<file path="config.mk">
export PLATFORM = sky130hd
export DESIGN_NAME = sbis_serial_video_rx
export DESIGN_NICKNAME = d
export VERILOG_FILES = /design/src/rtl/sbis_serial_video_rx.sv
export SDC_FILE = /design/constraint.sdc
export NUM_CORES = 2
export LEC_CHECK = 0
export ABC_CLOCK_PERIOD_IN_PS = 5400
export BUFFER_PORTS_ARGS = -buffer_cell sky130_fd_sc_hd__buf_2
export CORE_UTILIZATION = 34
export CTS_CLUSTER_DIAMETER = 120
export DETAILED_ROUTE_END_ITERATION = 8
export PLACE_DENSITY_LB_ADDON = 0.05
export SLEW_MARGIN = 20
export SYNTH_ARGS = -nofsm -noshare
export SYNTH_HDL_FRONTEND = slang
export SYNTH_SLANG_ARGS = --single-unit
</file>
<file path="constraint.sdc">
create_clock -name clk -period 5.4 [get_ports clk]
set_input_delay 0.54 -clock clk [delete_from_list [all_inputs] [get_ports clk]]
set_output_delay 0.54 -clock clk [all_outputs]
set_load 0.03 [all_outputs]
</file>
<file path="src/rtl/sbis_serial_video_rx.sv">
// sbis_serial_video_rx: on a host command, clocks N samples out of the SBIS
// serial video port and buffers each one as a byte pair for the encoder.
//
// state   | meaning
// IDLE    | waiting for a command; a finished message may await readout
// SETUP   | slv low, sckv low for one half period before the first rise
// SHIFT   | sckv toggling; sdatav shifted in as sckv is driven high
// PUSH_HI | write upper byte of the zero-extended sample
// PUSH_LO | write lower byte and release slv
// GAP     | slv held high between samples
// DONE    | flag the complete message and drop busy
module sbis_serial_video_rx #(
    parameter int CLK_DIV     = 2,
    parameter int SAMPLE_BITS = 12,
    parameter int GAP_CYC     = 4
) (
    input  logic       clk,
    input  logic       rst,
    input  logic [7:0] in_data,
    input  logic       in_ena,
    input  logic       rdreq,
    output logic [7:0] out_data,
    output logic       have_msg,
    output logic [7:0] len,
    output logic       busy,
    output logic       slv,
    output logic       sckv,
    input  logic       sdatav
);
    localparam int DIV_W = $clog2(CLK_DIV + 1);
    localparam int GAP_W = $clog2(GAP_CYC + 1);
    localparam int BIT_W = $clog2(SAMPLE_BITS + 1);
    localparam logic [DIV_W-1:0] DIV_LOAD = DIV_W'(CLK_DIV - 1);
    localparam logic [GAP_W-1:0] GAP_LOAD = GAP_W'(GAP_CYC - 1);
    localparam logic [BIT_W-1:0] BIT_LAST = BIT_W'(SAMPLE_BITS);

    typedef enum logic [2:0] {
        IDLE    = 3'd0,
        SETUP   = 3'd1,
        SHIFT   = 3'd2,
        PUSH_HI = 3'd3,
        PUSH_LO = 3'd4,
        GAP     = 3'd5,
        DONE    = 3'd6
    } state_t;

    state_t                 state_q, state_d;
    logic [DIV_W-1:0]       div_q, div_d;
    logic [GAP_W-1:0]       gap_q, gap_d;
    logic [BIT_W-1:0]       bit_q, bit_d;
    logic [6:0]             smp_q, smp_d;
    logic [6:0]             n_q, n_d;
    logic [SAMPLE_BITS-1:0] shreg_q, shreg_d;
    logic                   slv_q, slv_d;
    logic                   sckv_q, sckv_d;
    logic                   have_msg_q, have_msg_d;
    logic [7:0]             len_q, len_d;
    logic                   busy_q, busy_d;
    logic [7:0]             wr_ptr_q, wr_ptr_d;
    logic [7:0]             rd_ptr_q, rd_ptr_d;
    logic [7:0]             last_q, last_d;

    logic [7:0]             mem [256];
    logic                   wr_en;
    logic [7:0]             wr_byte;
    logic                   fifo_empty;
    logic                   fifo_last;
    logic [7:0]             fifo_head;
    logic                   pop;
    logic [15:0]            sample16;
    logic [SAMPLE_BITS-1:0] shreg_shift;
    logic                   cmd_unused;

    assign cmd_unused  = in_data[7];
    assign fifo_empty  = (wr_ptr_q == rd_ptr_q);
    assign fifo_last   = ((wr_ptr_q - rd_ptr_q) == 8'd1);
    assign fifo_head   = mem[rd_ptr_q];
    assign pop         = rdreq && have_msg_q && !fifo_empty;
    assign sample16    = 16'(shreg_q);
    assign shreg_shift = (shreg_q << 1) | SAMPLE_BITS'(sdatav);

    // Once drained, out_data keeps showing the last byte popped (0 after reset)
    // instead of whatever stale storage the read pointer now addresses.
    assign out_data = fifo_empty ? last_q : fifo_head;
    assign have_msg = have_msg_q;
    assign len      = len_q;
    assign busy     = busy_q;
    assign slv      = slv_q;
    assign sckv     = sckv_q;

    // Next-state logic for the capture sequencer, readout side and FIFO pointers.
    always_comb begin
        state_d    = state_q;
        div_d      = div_q;
        gap_d      = gap_q;
        bit_d      = bit_q;
        smp_d      = smp_q;
        n_d        = n_q;
        shreg_d    = shreg_q;
        slv_d      = slv_q;
        sckv_d     = sckv_q;
        have_msg_d = have_msg_q;
        len_d      = len_q;
        busy_d     = busy_q;
        wr_ptr_d   = wr_ptr_q;
        rd_ptr_d   = rd_ptr_q;
        last_d     = last_q;
        wr_en      = 1'b0;
        wr_byte    = 8'h00;

        if (pop) begin
            rd_ptr_d = rd_ptr_q + 8'd1;
            last_d   = fifo_head;
            if (fifo_last) begin
                have_msg_d = 1'b0;
                len_d      = 8'd0;
            end
        end

        case (state_q)
            IDLE: begin
                if (in_ena && !have_msg_q && (in_data[6:0] != 7'd0)) begin
                    n_d     = in_data[6:0];
                    len_d   = {in_data[6:0], 1'b0};
                    busy_d  = 1'b1;
                    smp_d   = 7'd0;
                    div_d   = DIV_LOAD;
                    slv_d   = 1'b0;
                    state_d = SETUP;
                end
            end
            SETUP: begin
                if (div_q == '0) begin
                    div_d   = DIV_LOAD;
                    sckv_d  = 1'b1;
                    shreg_d = shreg_shift;
                    bit_d   = BIT_W'(1);
                    state_d = SHIFT;
                end else begin
                    div_d = div_q - DIV_W'(1);
                end
            end
            SHIFT: begin
                // The last bit still gets its full low half period before the pushes.
                if (div_q == '0) begin
                    div_d = DIV_LOAD;
                    if (sckv_q) begin
                        sckv_d = 1'b0;
                    end else if (bit_q == BIT_LAST) begin
                        state_d = PUSH_HI;
                    end else begin
                        sckv_d  = 1'b1;
                        shreg_d = shreg_shift;
                        bit_d   = bit_q + BIT_W'(1);
                    end
                end else begin
                    div_d = div_q - DIV_W'(1);
                end
            end
            PUSH_HI: begin
                wr_en   = 1'b1;
                wr_byte = sample16[15:8];
                state_d = PUSH_LO;
            end
            PUSH_LO: begin
                wr_en   = 1'b1;
                wr_byte = sample16[7:0];
                slv_d   = 1'b1;
                smp_d   = smp_q + 7'd1;
                gap_d   = GAP_LOAD;
                state_d = GAP;
            end
            GAP: begin
                if (gap_q == '0) begin
                    if (smp_q < n_q) begin
                        slv_d   = 1'b0;
                        div_d   = DIV_LOAD;
                        state_d = SETUP;
                    end else begin
                        state_d = DONE;
                    end
                end else begin
                    gap_d = gap_q - GAP_W'(1);
                end
            end
            DONE: begin
                have_msg_d = 1'b1;
                busy_d     = 1'b0;
                state_d    = IDLE;
            end
            default: state_d = IDLE;
        endcase

        if (wr_en) begin
            wr_ptr_d = wr_ptr_q + 8'd1;
        end
    end

    // State and control registers; reset abandons any capture or pending message.
    always_ff @(posedge clk) begin
        if (rst) begin
            state_q    <= IDLE;
            div_q      <= '0;
            gap_q      <= '0;
            bit_q      <= '0;
            smp_q      <= 7'd0;
            n_q        <= 7'd0;
            shreg_q    <= '0;
            slv_q      <= 1'b1;
            sckv_q     <= 1'b0;
            have_msg_q <= 1'b0;
            len_q      <= 8'd0;
            busy_q     <= 1'b0;
            wr_ptr_q   <= 8'd0;
            rd_ptr_q   <= 8'd0;
            last_q     <= 8'd0;
        end else begin
            state_q    <= state_d;
            div_q      <= div_d;
            gap_q      <= gap_d;
            bit_q      <= bit_d;
            smp_q      <= smp_d;
            n_q        <= n_d;
            shreg_q    <= shreg_d;
            slv_q      <= slv_d;
            sckv_q     <= sckv_d;
            have_msg_q <= have_msg_d;
            len_q      <= len_d;
            busy_q     <= busy_d;
            wr_ptr_q   <= wr_ptr_d;
            rd_ptr_q   <= rd_ptr_d;
            last_q     <= last_d;
        end
    end

    // Byte storage; left unreset so it can map onto a RAM.
    always_ff @(posedge clk) begin
        if (wr_en && !rst) begin
            mem[wr_ptr_q] <= wr_byte;
        end
    end

endmodule
</file>
### Yosys cells after proc, flatten, opt, wreduce, memory -nomap -nowiden

Memories as Yosys holds them, arrays and structs flattened. A register that Yosys moved wholly into a read port is not among the register bits.
Cells that the tools add are included.

| storage, ports and cells | value |
|---|---|
| register bits after elaboration | 74 |
| bits in latches | 0 |
| bits in writable memories | 2048 |
| ROM bits | 0 |
| input bits | 13 |
| output and inout bits | 20 |
| logic and storage cells | 127 |
| memories | 1 |

Memories:

| memory | words | bits a word | rd ports | clocked after memory_dff | write ports | line | text |
|---|---|---|---|---|---|---|---|
| mem | 256 | 8 | 1 | 1 | 1 | 63 | `logic [7:0] mem [256];` |

| operators by class | value |
|---|---|
| $add $sub $neg | 7 |
| multipliers | 0 |
| divide/modulo/power cells | 0 |
| order comparisons | 1 |
| eq/ne operators | 18 |
| shifts and indexed selects | 0 |
| multiplexer cells | 52 |
| bitwise operators | 1 |
| reductions and logical operators | 32 |

Operator list:

| kind | count |
|---|---|
| 8-bit 2-to-1 mux | 7 |
| 12-bit 2-to-1 mux | 4 |
| 3-bit 2-to-1 mux | 8 |
| 12-bit case mux with 2 select lines | 1 |
| 2-bit inequality test (second input constant) | 9 |
| 3-bit case mux with 6 select lines | 1 |
| 8-bit by 1-bit adder with 8-bit output (second input constant) | 2 |
| 4-bit 2-to-1 mux | 4 |
| 8-bit case mux with 2 select lines | 1 |
| 1-bit 2-to-1 mux | 14 |
| 7-bit case mux with 2 select lines | 1 |
| 12-bit by 1-bit bitwise OR with 12-bit output | 1 |
| 2-bit nonzero test | 6 |
| 2-bit AND reduction | 5 |
| 3-bit == test (second input constant) | 3 |
| 8-bit by 1-bit == test with 1-bit output (second input constant) | 1 |
| 8-bit == test | 1 |
| 2-bit 2-to-1 mux | 4 |
| 4-bit case mux with 2 select lines | 1 |
| 4-bit AND reduction | 2 |
| 8-bit subtractor | 1 |
| 7-bit by 1-bit adder with 7-bit output (second input constant) | 1 |
| 7-bit less-than comparator | 1 |
| 7-bit 2-to-1 mux | 1 |
| 20 further kinds | 31 |

### Longest topological paths before layout

| depth | value |
|---|---|
| depth after elaboration | 6 |
| gate-level depth with buffers | 15 |
| depth with buffers taken out | 12 |

### Worst setup path after synthesis

OpenSTA, ideal clock, no wires.

| path | value |
|---|---|
| path kind | register -> register |
| start | register state_q[2] |
| end | memory mem[0][3], data pin |
| setup time | 865 ps |
| arrival | 4424 ps |
| required time | 4535 ps |
| path slack | 111 ps |
| stages on the path, launching flop included | 6 |
| path buffers | 2 |
| period minus slack after synthesis | 5289 ps |
| cell sequence | dfxtp_1 -> clkbuf_1 -> nand2b_1 -> nor2_1 -> clkbuf_1 -> a22o_1 |

| on the way | value |
|---|---|
| cells in the longest elaborated chain, start to end | 2 |
| elaborated cells on any way between the ends | 3 |
| those cells by class | 2 x eq/ne; 1 x mux |

Ends and longest elaborated chain:

| element | line | text |
|---|---|---|
| start, declared | 47 | `state_t state_q, state_d;` |
| start signal, assigned | 218 | `state_q <= state_d;` |
| 3-bit == test / 3-bit by 2-bit == test with 1-bit output (equally long branches) | 120 | `case (state_q)` |
| 8-bit case mux with 2 select lines * | 120 |  |
| net wr_byte[3] | 65 | `logic [7:0] wr_byte;` |
| end, declared | 63 |  |

Mark *: on every way through the listed nets, which the timed path passes. The rest lies on a longest branch.

==> results_dict.tcl <==
set metrics [dict create \
    outcome "finished clean" \
    r2r-start "state_q[2]$_SDFFE_PP0P_" \
    vias 43100 \
    cts_tree "built" \
    drc 0 \
    worstHoldStart "rst" \
    leakagePower_nw 31.9 \
    synthCells 4235 \
    slew-limit-headroom_pct 17.4 \
    cp_max_fo 14 \
    ys_ff_latch 2130 \
    grt_pass1_wl_um 362000 \
    numCtsBuffers 231 \
    placed_cells 7589 \
    fill_cells 22100 \
    tightest_slew_ps 1230 \
    start_util_pct 34.3 \
    yosysMostFrequentCell "edfxtp_1" \
    path_cells "buf_12 -> buf_4 -> nor2_1 -> a222oi_1 -> a211oi_1 -> nand4b_1 -> o311a_2 -> and4b_1 -> mux2_2 -> buf_2" \
    crit_path_end_kind "output pin" \
    wl_per_cell_um 32.4 \
    clk_latency_ps 880 \
    synth_cell_types 81 \
    synth_area_um2 83800 \
    hold_depth 2 \
    die-width_um 498 \
    fin_cells 8039 \
    yosys-top-cells-area "edfxtp_1, mux4_2, dfxtp_1" \
    fin_skew_ps 48.3 \
    drive_gt1_share_pct 26.3 \
    finalHoldViolCount 0 \
    placed_area_um2 89700 \
    portBuffers 31 \
    cts-htree-levels 4 \
    grt_pass1_vias 43900 \
    place_hpwl_um 167000 \
    vias_per_cell 5.36 \
    slowest_stage "nor2_1" \
    drv_cap 0 \
    rows 181 \
    grt_max_degree 209 \
    synth_seq_area_share_pct 75.4 \
    core-area_um2 244000 \
    reg2regPathDepth 8 \
    yosys-top-cells-count "edfxtp_1, mux4_2, nor2_1" \
    setup_viol 0 \
    fin_tns_setup_ps 0 \
    ys.warnings.count 0 \
    powerDensity_nw_per_um2 345 \
    cts_sinks 2130 \
    num-nets-final 4680 \
    start_kind "flip-flop" \
    drtIter0Drc 3812 \
    firstDrtPassIters 5 \
    syn_area_per_cell_um2 19.8 \
    synthArstFlopShare_pct 0 \
    grt.overflow.total 0 \
    max_clock_freq_mhz 188 \
    ant_nets 0 \
    synth_edf_count 2048 \
    synth_top_area_share_pct 73.4 \
    max_stage_delay_ps 970 \
    routed_wl_um 261000 \
    post-route-period-util_pct 98.3 \
    utilization_pct 39.8 \
    grt_usage_pct 20.9 \
    peakVddDrop_mv 0.297 \
    rsz0062_at_grt "no" \
    hold_class "input port to flip-flop" \
    die_h_um 498 \
    ioPinCount 33 \
    clockRootBuffer "clkbuf_16" \
    syn_nets 4273 \
    crit_arrival_ps 4770 \
    setup.worst_path.class "flip-flop to output pin" \
    syn_to_final_growth_pct 15.9 \
    critical_path_required_ps 4860 \
    fin_crit_ps 5310 \
    clkTransAtPathRegs_ps 60 \
    slew_viol_final 0 \
    antenna_found_initial 19 \
    yosysTopAreaCell "edfxtp_1" \
    clock_path_buffers 3 \
    fin_area_um2 97100 \
    die_area_um2 248000 \
    ys.flop_type "edfxtp_1" \
    gp_congestion 0.816 \
]
[critical path: cells and delay by family (launching register included)]
kind | cells | cell delay, ps
muxes | 1 | 240
AOI/OAI and AO/OA | 3 | 890
DFF | 1 | 390
buffers and inverters | 3 | 590
and+or+nand+nor | 3 | 1730
[placed cells by master, fill, tap and decap left out, drive strengths merged, types with 62 or more instances in the layout]
cell type	synthesis	final
a21oi	98	98
clkinv	4	107
mux4	473	473
nor2	338	338
nand2	164	164
dfxtp	82	82
buf	149	408
o21ai	62	62
clkbuf	91	298
nand3	83	83
mux2i	141	141
edfxtp	2048	2048
[metrics by stage]
stage	power (mW)	hold WS (ps)	setup WS (ps)
floorplan	18.6	433	111
global placement	18.9	443	83.3
detailed placement	18.9	448	157
CTS	33.9	156	9.56
global route	34.5	210	25.5
finish	33.5	209	94.1
[metal layers]
metal | global-route usage [%] | up-vias | wire [um]
li1 | - | 18200 | -
met3 | 3.05 | 267 | 11800
met2 | 33.8 | 1040 | 125000
met5 | 0 | - | 0
met4 | 4.10 | 0 | 4160
met1 | 30.1 | 23500 | 120000
[power by group]
part           leakage [nW]  internal (mW)  total, mW  switching (mW)
sequential             20.9           17.9       18.0          0.0706
combinational          7.59          0.177      0.558           0.381
clock                  3.44           8.35       14.9            6.60
total                  31.9           26.4       33.5            7.05
[final cells by class]
class | instances | area (um2) | area share (%)
sequential | 2130 | 63200 | 65.1
multi-input combinational | 1829 | 19200 | 19.7
clock buffer | 298 | 6050 | 6.24
inverter | 34 | 133 | 0.137
tap | 3202 | 4010 | 4.13
clock inverter | 127 | 965 | 0.994
timing repair buffer | 416 | 3570 | 3.68
antenna | 3 | 7.51 | 0.00773
[registers in the layout, summed over array words and instances, names as in the netlist, 3 cells and up, named ones only]
register  count
mem        2048
rd_ptr_q      8
wr_ptr_q      8
smp_q         7
state_q       3
shreg_q      12
gap_q         3
bit_q         4
len           8
last_q        8
n_q           7
[kinds of logic after synthesis]
logic type               after synthesis  share of synthesized area, %
flip-flops                          2130                          75.4
XOR/XNOR                              23                         0.240
AND/OR/NAND/NOR                      724                          3.79
buffers and inverters                276                          1.91
multiplexers                         664                          15.1
adder cells (fa/ha/maj)               25                         0.382
AO/OA/AOI/OAI                        393                          3.18
[path summary, 6_finish.rpt]
kind / slack [ps] / to
worst max-delay path: 90 / out_data[0]
worst min-delay path: 210 / shreg_q[0]$_SDFFE_PP0P_
worst max register to register: 1260 / mem[115][0]$_DFFE_PP_
worst min register to register: 460 / last_q[0]$_SDFFE_PP0P_
[repair_timing]
| action | CTS | global route |
|---|---|---|
| setup buffers | 8 | 6 |
| setup endpoints to repair | 8 | 2 |
| endpoints found under the hold margin | 15 | 0 |
| pin swaps | 0 | 0 |
| hold buffers | 8 | 0 |
| gates resized for setup | 12 | 1 |
(Power assumes the default switching activity.)
